==> src/rtl/idu_ir_freelist.sv <==
// Rename-stage physical register free list: 32-entry circular buffer of pregs with
// speculative (spec_head) and committed (cmt_head) allocation pointers and a release tail.
module idu_ir_freelist (
  input  logic       clk,
  input  logic       rst_clk,
  input  logic       rtu_global_flush,
  input  logic       y_idu_ir_stall_ctrl,
  input  logic       alloc_req,
  output logic       alloc_vld,
  output logic [5:0] alloc_preg,
  input  logic       rtu_retire_vld,
  input  logic [5:0] rtu_retire_release_preg,
  output logic [5:0] free_cnt,
  output logic       empty
);

  localparam int unsigned DEPTH = 32;

  logic [5:0] entry [DEPTH];
  logic [5:0] spec_head;
  logic [5:0] cmt_head;
  logic [5:0] tail;
  logic [5:0] spec_head_nxt;
  logic [5:0] cmt_head_nxt;
  logic [5:0] tail_nxt;
  logic       full;

  always_comb begin
    free_cnt   = tail - spec_head;
    empty      = (free_cnt == '0);
    // tail - cmt_head stays at 32 by construction, so the list holding all 32
    // pregs (nothing left in flight to retire) is seen as spec_head == cmt_head.
    full       = (free_cnt == 6'd32);
    alloc_preg = entry[spec_head[4:0]];
    alloc_vld  = alloc_req & ~empty & ~y_idu_ir_stall_ctrl & ~rtu_global_flush;
  end

  always_comb begin
    cmt_head_nxt  = cmt_head + {5'd0, rtu_retire_vld};
    tail_nxt      = tail + {5'd0, rtu_retire_vld};
    spec_head_nxt = spec_head;
    if (rtu_global_flush) begin
      spec_head_nxt = cmt_head_nxt;
    end else if (alloc_vld) begin
      spec_head_nxt = spec_head + 6'd1;
    end
  end

  always_ff @(posedge clk or negedge rst_clk) begin
    if (!rst_clk) begin
      spec_head <= '0;
      cmt_head  <= '0;
      tail      <= 6'b100000;
    end else begin
      spec_head <= spec_head_nxt;
      cmt_head  <= cmt_head_nxt;
      tail      <= tail_nxt;
    end
  end

  always_ff @(posedge clk or negedge rst_clk) begin
    if (!rst_clk) begin
      for (int unsigned i = 0; i < DEPTH; i++) begin
        entry[i] <= 6'(DEPTH + i);
      end
    end else if (rtu_retire_vld) begin
      entry[tail[4:0]] <= rtu_retire_release_preg;
    end
  end

  a_no_retire_when_full: assert property (
    @(posedge clk) disable iff (!rst_clk) !(rtu_retire_vld && full)
  ) else $error("idu_ir_freelist: retire while free list full");

  a_free_cnt_range: assert property (
    @(posedge clk) disable iff (!rst_clk) (free_cnt <= 6'd32)
  ) else $error("idu_ir_freelist: spec_head passed tail");

endmodule

==> config.mk <==
export PLATFORM = sky130hd
export DESIGN_NAME = idu_ir_freelist
export DESIGN_NICKNAME = d
export VERILOG_FILES = /design/src/rtl/idu_ir_freelist.sv
export SDC_FILE = /design/constraint.sdc
export NUM_CORES = 1
export LEC_CHECK = 0
export CORE_MARGIN = 10
export CORE_UTILIZATION = 54
export CTS_CLUSTER_SIZE = 14
export DETAILED_ROUTE_END_ITERATION = 8
export PLACE_DENSITY = 0.81
export SETUP_SLACK_MARGIN = 0.3
export SLEW_MARGIN = 20
export SYNTH_ARGS = -nofsm -noshare
export SYNTH_HDL_FRONTEND = slang
export SYNTH_SLANG_ARGS = --single-unit
==> constraint.sdc <==
create_clock -name clk -period 4.6 [get_ports clk]
set_input_delay 1.38 -clock clk [delete_from_list [all_inputs] [get_ports clk]]
set_output_delay 1.38 -clock clk [all_outputs]
set_load 0.005 [all_outputs]
==> flow_summary.yaml <==
grt:
  grt_pass1_wl_mm: 37.5
  grt_use_total_pct: 19.5
  grt-ovfl-total: 0
  grt_max_degree: 92
  first_global_vias: 6617
  antenna_found_initial: 0
worst_setup_path:
  worst_setup_path_start_kind: "register"
  cp_cell_sequence: "inv_4 -> ha_2 -> inv_1 -> fa_2 -> xor2_2 -> nor4_1 -> mux2i_1 -> buf_4 -> o41ai_4 -> nor2_1 -> dlygate4sd2_1"
  timing.rr.start: "tail[2]$_DFF_PN0_"
  cp_top_family: "buffers and inverters"
  arrival_ns: 3.03
  crit_start: "tail[0]$_DFF_PN0_"
  path_buf_inv: 4
  crit_path_end_kind: "output pin"
  crit_path_max_fanout: 5
  crit_type: "reg2out"
  cp.required_ns: 3.22
  max_stage_delay_ns: 0.43
  worst_path_max_delay_cell: "dfrtp_2"
routing:
  totalWireLength_mm: 23.6
  first_pass_iters: 4
  routedWlPerCell_um: 24.6
  num_vias: 6022
  drtIter0Drc: 442
  ant_nets: 0
  drc: 0
  vias_per_cell: 6.29
synthesis:
  yosysTopAreaCell: "dfstp_2"
  syn_avg_cell_area_um2: 15.3
  yosys_warnings: 0
  synthArstFlopShare_pct: 100
  ys_ff_latch: 210
  synth.net_count: 680
  yosysTopAreaCellShare_pct: 29.6
  ys_seq_area_share_pct: 53.9
  synth_edf_count: 0
  syn_inst: 657
  syn_area_mm2: 0.0100
  synth.area.top_cells: "dfstp_2, dfrtp_1, mux2_2, mux4_2, nand2_1"
  ys.flop_type: "dfstp_2"
  ys_types: 46
sta:
  finalCriticalPeriod_ns: 4.41
  hold_violations: 0
  relSlewSlack_pct: 50.1
  fin_setup_tns_ns: 0
  finalClockSkew_ns: 0.0134
  rsz0062_at_grt: "true"
  slew_violations: 0
  setup_viol_count_final: 0
  max_freq_mhz: 227
  post-route-period-util_pct: 95.8
  tightest_slew_ns: 0.745
final_layout:
  diodes: 0
  fin_area_mm2: 0.0116
  final_common_cell: "mux2_2"
  nNetsFinal: 736
  layout_common_cells: "mux2_2, dfstp_2, dfrtp_1, mux4_2, nand2_1"
  final_layout_size_suffix_gt1_share_pct: 62.4
  area_growth_pct: 16.2
  utilization_pct: 64.4
die:
  io-pin-count: 26
  die_w_um: 156
  die_h_um: 156
  rows: 49
  core-area_mm2: 0.0181
  dieArea_mm2: 0.0244
  start_util_pct: 55.4
status:
  status: "finished, final reports clean"
cts:
  root_buffer: "clkbuf_16"
  clkSinkCount: 210
  cts_tree: "done"
  clock_latency_ns: 0.50
  clockBufferDepth: 3
  cts_hold_buf: 0
  cts_buffers: 23
  clk_pin_slew_ns: 0.06
  htreeDepth: 1
job:
  maxCapViolCount: 0
worst_hold_path:
  hold_start: "entry[75]$_DFFE_PN0P_"
  holdCritPathClass: "reg2reg"
place:
  place_hpwl_mm: 14.5
  gp_congestion: 0.862
  placed_area_mm2: 0.0105
  port_buffers: 25
pwr:
  power_leakage_nw: 4.97
  ir_drop_uv: 316
  power.density_mw_per_mm2: 774
-- path summary, 6_finish.rpt --
check | depth (start not counted) | to | slack (ns)
max | 11 | alloc_vld | 0.19
min | 1 | entry[75]$_DFFE_PN0P_ | 0.49
max reg2reg | 10 | spec_head[4]$_DFFE_PN0P_ | 1.59
min reg2reg | 1 | entry[75]$_DFFE_PN0P_ | 0.49
max in group asynchronous | 2 | entry[110]$_DFFE_PN1P_ | 2.64
min in group asynchronous | 1 | entry[126]$_DFFE_PN0P_ | 0.93
-- synth_stat cells, drive strengths merged, types with 2 or more instances --
cell type	count
mux4	60
inv	9
xor2	5
buf	7
o311a	2
dfrtp	97
nand2	44
or2	2
dfstp	113
nor4	2
nor2	25
xnor2	8
o21ai	3
nand3	9
a31oi	2
nor3b	5
o31ai	2
a21o	3
nor3	4
nand3b	4
clkbuf	32
a21oi	2
mux2	192
ha	10
-- per-stage QoR --
step           setup slack (ns)  power [mW]  instances  hold slack [ns]
6_report                  0.192        9.01        958            0.495
5_1_grt                   0.102        9.45        958            0.507
4_1_cts                   0.197        8.81        935            0.490
3_5_place_dp              0.433        6.73        880            0.477
3_3_place_gp              0.432        6.51        880            0.469
2_1_floorplan             0.804        5.59        657            0.444
-- timing repair --
item | CTS | global route
gates cloned | 4 | 1
buffers inserted | 10 | 22
resized for setup | 13 | 12
endpoints found under the setup margin | 9 | 9
pin swaps | 2 | 4
-- area by class of cell --
cell class                      instances  area, um2
Fill cell                            1214       6440
Clock buffer                           33        663
Tap cell                              229        287
Multi-Input combinational cell        399       4470
Inverter                                9       36.3
Sequential cell                       210       5400
Timing Repair Buffer                   70        698
Clock inverter                          8       90.1
-- registers in the layout, summed over array words and instances (netlist names) --
name / flops
entry: 192
cmt_head: 6
spec_head: 6
tail: 6
-- routing by layer --
layer	part of all wire, %	wire length [um]	vias to the layer above	track usage (%)
met5	0	0	-	0
met4	2.6	611	0	6.47
met3	5.8	1360	51	3.45
met2	50	11700	177	32.1
met1	42	9890	3255	25.8
li1	-	-	2539	-
-- logic make-up after synthesis --
| family | after synthesis | synth area share [%] |
|---|---|---|
| AND/OR/NAND/NOR | 101 | 4.56 |
| buffers and inverters | 48 | 1.87 |
| adder cells (fa/ha/maj) | 11 | 1.45 |
| flip-flops | 210 | 53.9 |
| multiplexers | 253 | 35.2 |
| AO/OA/AOI/OAI | 21 | 1.90 |
| XOR/XNOR | 13 | 1.21 |
-- power breakdown --
part	switching, mW	internal [mW]	total (mW)
Clock	0.720	1.11	1.83
Combinational	1.65	2.13	3.78
Sequential	0.480	2.92	3.40
Total	2.85	6.16	9.01
Note: power is estimated with default switching activity, not from simulation.
